File: src/rtl/jkd_pkg.sv
// Shared definitions for the JK-based data/count register.
// Latency: none (constants and types only).
// Backpressure: not applicable.
package jkd_pkg;

    // 3-bit operation select; encodings 6 and 7 are treated as HOLD.
    typedef logic [2:0] mode_t;

    localparam mode_t MODE_HOLD = 3'd0;
    localparam mode_t MODE_LOAD = 3'd1;
    localparam mode_t MODE_SHL  = 3'd2;
    localparam mode_t MODE_SHR  = 3'd3;
    localparam mode_t MODE_INC  = 3'd4;
    localparam mode_t MODE_DEC  = 3'd5;

endpackage

File: src/rtl/jk_ff_cell.sv
// Single JK flip-flop storage cell: 00 hold, 10 set, 01 reset, 11 toggle.
// Latency: q updates on the rising clk edge where j/k are sampled.
// Backpressure: none; j/k accepted every cycle.
//
// Ports: clk (rising edge), reset (sync, active-high, clears q),
//        j, k (excitation inputs), q (stored bit).
module jk_ff_cell (
    input  logic clk,
    input  logic reset,
    input  logic j,
    input  logic k,
    output logic q
);

    logic q_q;
    logic q_d;

    always_comb begin
        q_d = q_q;
        case ({j, k})
            2'b10:   q_d = 1'b1;
            2'b01:   q_d = 1'b0;
            // Toggle is unreachable from the minimal-toggle encoder but
            // kept so the cell is a complete JK flip-flop.
            2'b11:   q_d = ~q_q;
            default: q_d = q_q;
        endcase
    end

    always_ff @(posedge clk) begin
        if (reset) begin
            q_q <= 1'b0;
        end else begin
            q_q <= q_d;
        end
    end

    assign q = q_q;

endmodule

File: src/rtl/jk_to_d_register.sv
// D-style register (hold/load/shift/inc/dec) whose storage is WIDTH JK cells.
// Latency: command sampled at edge N, result on q after edge N.
// Backpressure: none; a new command is accepted every cycle.
//
// Ports: clk, reset (sync, active-high), mode[2:0], en, d[WIDTH-1:0], sin
//        -> q, qbar, sout, tc.  Optional macro JKD_EXCITE_OUT_EN adds
//        j_bus/k_bus outputs exposing the per-bit J/K excitation.
module jk_to_d_register
    import jkd_pkg::*;
#(
    parameter int WIDTH = 4
) (
    input  logic             clk,
    input  logic             reset,
    input  logic [2:0]       mode,
    input  logic             en,
    input  logic [WIDTH-1:0] d,
    input  logic             sin,
    output logic [WIDTH-1:0] q,
    output logic [WIDTH-1:0] qbar,
    output logic             sout,
    output logic             tc
`ifdef JKD_EXCITE_OUT_EN
    ,
    output logic [WIDTH-1:0] j_bus,
    output logic [WIDTH-1:0] k_bus
`endif
);

    localparam logic [WIDTH-1:0] ONE = {{(WIDTH-1){1'b0}}, 1'b1};

    mode_t            eff_mode;
    logic [WIDTH-1:0] nxt;
    logic [WIDTH-1:0] j_vec;
    logic [WIDTH-1:0] k_vec;
    logic [WIDTH-1:0] cell_q;

    // en=0 and the unused encodings all collapse onto HOLD here, so the
    // next-state mux and the status outputs only see legal modes.
    always_comb begin
        eff_mode = MODE_HOLD;
        if (en && (mode <= MODE_DEC)) begin
            eff_mode = mode_t'(mode);
        end
    end

    always_comb begin
        nxt = cell_q;
        case (eff_mode)
            MODE_LOAD: nxt = d;
            MODE_SHL:  nxt = {cell_q[WIDTH-2:0], sin};
            MODE_SHR:  nxt = {sin, cell_q[WIDTH-1:1]};
            MODE_INC:  nxt = cell_q + ONE;
            MODE_DEC:  nxt = cell_q - ONE;
            default:   nxt = cell_q;
        endcase
    end

    // Minimal-toggle excitation: set only bits that must rise, clear only
    // bits that must fall. J and K are never both high for a bit.
    assign j_vec = nxt & ~cell_q;
    assign k_vec = ~nxt & cell_q;

    for (genvar i = 0; i < WIDTH; i++) begin : g_cell
        jk_ff_cell u_cell (
            .clk   (clk),
            .reset (reset),
            .j     (j_vec[i]),
            .k     (k_vec[i]),
            .q     (cell_q[i])
        );
    end

    assign q    = cell_q;
    assign qbar = ~cell_q;

    always_comb begin
        sout = 1'b0;
        tc   = 1'b0;
        case (eff_mode)
            MODE_SHL: sout = cell_q[WIDTH-1];
            MODE_SHR: sout = cell_q[0];
            MODE_INC: tc   = &cell_q;
            MODE_DEC: tc   = ~|cell_q;
            default: begin
                sout = 1'b0;
                tc   = 1'b0;
            end
        endcase
    end

`ifdef JKD_EXCITE_OUT_EN
    assign j_bus = j_vec;
    assign k_bus = k_vec;
`endif

endmodule

File: config.mk
export PLATFORM = sky130hd
export DESIGN_NAME = jk_to_d_register
export DESIGN_NICKNAME = d
export VERILOG_FILES = /design/src/rtl/jkd_pkg.sv /design/src/rtl/jk_ff_cell.sv /design/src/rtl/jk_to_d_register.sv
export SDC_FILE = /design/constraint.sdc
export NUM_CORES = 1
export LEC_CHECK = 0
export CAP_MARGIN = 20
export CORE_MARGIN = 2
export CORE_UTILIZATION = 25
export CTS_CLUSTER_DIAMETER = 80
export CTS_CLUSTER_SIZE = 16
export DETAILED_ROUTE_END_ITERATION = 8
export GPL_TIMING_DRIVEN = 0
export HOLD_SLACK_MARGIN = 0.03
export MAX_ROUTING_LAYER = met4
export SLEW_MARGIN = 30
export SYNTH_ARGS = -nofsm -noshare
export SYNTH_HDL_FRONTEND = slang
export SYNTH_SLANG_ARGS = --single-unit
File: constraint.sdc
create_clock -name clk -period 6.55 [get_ports clk]
set_clock_uncertainty 0.15 [all_clocks]
set_input_delay 1.6375 -clock clk [delete_from_list [all_inputs] [get_ports clk]]
set_output_delay 1.6375 -clock clk [all_outputs]
set_load 0.03 [all_outputs]
==> impl_metrics.toml <==
[setup_path]
cpPeakStageDelay_ns = 0.68
ff2ff_setup_slack_ns = 4.27
crit_type = "primary input to output pin"
worst-endpoint-arrival_ns = 3.49
cp_common_cell = "clkdlybuf4s50_1"
crit_buf_inv = 3
ff2ff_path_depth = 10
path_delay_family = "buffers and inverters"
cp_cell_sequence = "clkdlybuf4s50_1 -> inv_1 -> or2_1 -> a21oi_1 -> clkdlybuf4s50_1"
r2r_end = "g_cell[2].u_cell.q"
crit_path_start_kind = "primary input"
end_kind = "output pin"
worstReg2RegStart = "g_cell[1].u_cell.q"
cp_data_required_time_ns = 4.76
crit_fanout = 5
cpMaxStageDelayCell = "clkdlybuf4s50_1"

[yosys]
synth_area_sq_um = 643
mappedNetlistNets = 100
ys_seq_elements = 4
post-synth-top-count-cell = "nor2_1"
synth_ff_type = "dfxtp_1"
ys_types = 40
async_flop_share = 0
yosys_warnings = 0
synth_commonest_cells = "13 x nor2_1, 9 x a21oi_1, 5 x buf_4, 5 x ha_1, 5 x inv_1"
syn-instance-count = 84
yosysSeqAreaShare = 0.125
synth_area_leader_cell = "dfxtp_1"
synth_edf_count = 0
synth_top_area_share = 0.125
syn_area_per_cell_sq_um = 7.66
synthTopCellsByArea = "dfxtp_1 12%, ha_1 9.7%, nor2_1 7.6%, a21oi_1 7.0%, buf_4 5.8%"

[clocking]
clk_path_buf_depth = 2
cts.sinks = 4
cts_buffers = 3
clock_latency_ns = 0.23
tritoncts = "done"
post_cts_buffers = 0
path_clk_slew_ns = 0.04
ctsResizeCount = 0
cts-root-buf = "clkbuf_4"
h-tree-depth = 1
hold_buffers = 0

[power_and_ir_drop]
total_power_w = 0.000283
leakagePower_nw = 0.379
vdd_ir_drop_max_mv = 0.174
powerDensity_nw_per_um2 = 314

[timing]
hold_viol = 0
rsz0062_at_grt = "no"
maxSlewHeadroom = 0.767
post-route-period-util = 0.806
slew_violations = 0
setup_violations = 0
worstMarginPinSlew_ns = 0.349
fmax_ghz = 0.189
min_period_ns = 5.28
fin_tns_setup_ns = 0

[drt]
drtPass1Iterations = 4
drt-total-wl_mm = 1.64
routed-via-count = 665
avgViaCountPerCell = 4.85
drtAntennaViolNets = 0
drt-wirelength-per-cell_microns = 12.0
first_iter_violations = 22
drc = 0

[layout]
syn_to_final_growth_pct = 40.5
drive_gt1_frac = 0.187
multi_input_area_sq_um = 470
fill_cells = 256
antennaDiodeCount = 0
register_area_sq_um = 80.1
final_nets = 125
largest_register_ff_count = 4

[floorplan]
coreArea_sq_um = 2450
die-height_microns = 54.7
io_pins = 21
start_util = 0.262
dieArea_sq_um = 2990
die_x_microns = 54.7
row_count = 18

[global_route]
grt_pass1_wl_mm = 2.67
antenna_found_initial = 0
overflow = 0
grt_max_degree = 11
grt_pass1_vias = 632
track_usage = 0.126

[placed_design]
io_buffer_count = 20
hpwl_mm = 1.29
gp_congestion = 0.919

[min_path]
hp-start = "g_cell[3].u_cell.q"
hold_class = "register to register"
whs_path_depth = 2
min_to = "g_cell[3].u_cell.q"

[outcome]
status = "completed"

[run]
drv_cap = 0
[tightest hold or removal path, delay by kind of cell (launching register included)]
| kind | cells | cell delay, ns |
|---|---|---|
| AO/OA/AOI/OAI | 1 | 0.16 |
| flip-flops | 1 | 0.39 |
| AND/OR/NAND/NOR | 1 | 0.04 |
[logic make-up after synthesis]
family	count (synthesis)	synth area share
AND/OR/NAND/NOR	28	0.249
XOR/XNOR	1	0.0136
buffers and inverters	15	0.144
AO/OA/AOI/OAI	27	0.307
flip-flops	4	0.125
multiplexers	4	0.0642
adder cells (fa/ha/maj)	5	0.0973
[final cells by class]
cell class | instances | area share
inverters | 6 | 0.0249
plain buffers | 9 | 0.0776
multi-input cells | 65 | 0.521
well taps | 30 | 0.0416
clock buffers | 3 | 0.0249
repair buffers | 20 | 0.222
flip-flops and latches | 4 | 0.0886
[layer usage]
metal	track usage	share of wire	up-vias
met5	-	0	-
met2	0.179	0.45	24
li1	-	-	350
met3	0.0191	0.070	2
met4	0.0750	0.0092	0
met1	0.167	0.47	289
[report_power, final]
part            total, W  internal [W]  switching [W]
clock          0.0000305     0.0000205      0.0000100
combinational   0.000203     0.0000937       0.000109
sequential     0.0000500     0.0000338      0.0000162
total           0.000283      0.000148       0.000135
[metrics by stage]
step | setup WS [ns] | std cells | hold WS [ns] | area (sq um) | utilization
global route | 1.18 | 137 | 0.582 | 903 | 0.368
finish | 1.27 | 137 | 0.489 | 903 | 0.368
floorplan | 2.19 | 84 | 0.430 | 643 | -
global placement | 1.27 | 134 | 0.472 | 881 | 0.359
CTS | 1.26 | 137 | 0.493 | 903 | 0.368
detailed placement | 1.26 | 134 | 0.483 | 881 | 0.359
[worst max-delay path by stage]
stage	depth (start not counted)	startpoint	to	slack (ns)
2_1_floorplan	3	mode[0]	sout	2.19
3_3_place_gp	5	en	tc	1.27
3_5_place_dp	5	en	tc	1.26
4_1_cts	5	en	tc	1.26
5_1_grt	5	en	tc	1.18
6_report	5	en	tc	1.27
[placed cells by master, fill, tap and decap left out, types with 2 or more instances in the layout]
master / instances
nor2_1: 13
ha_1: 5
mux2i_1: 3
clkbuf_4: 3
buf_4: 5
clkdlybuf4s50_1: 20
o22ai_1: 2
buf_2: 2
nand2b_1: 2
buf_6: 2
inv_1: 5
o21ai_1: 2
nor3_1: 2
dfxtp_1: 4
o21ai_0: 2
a21oi_1: 9
(Power assumes the default switching activity.)
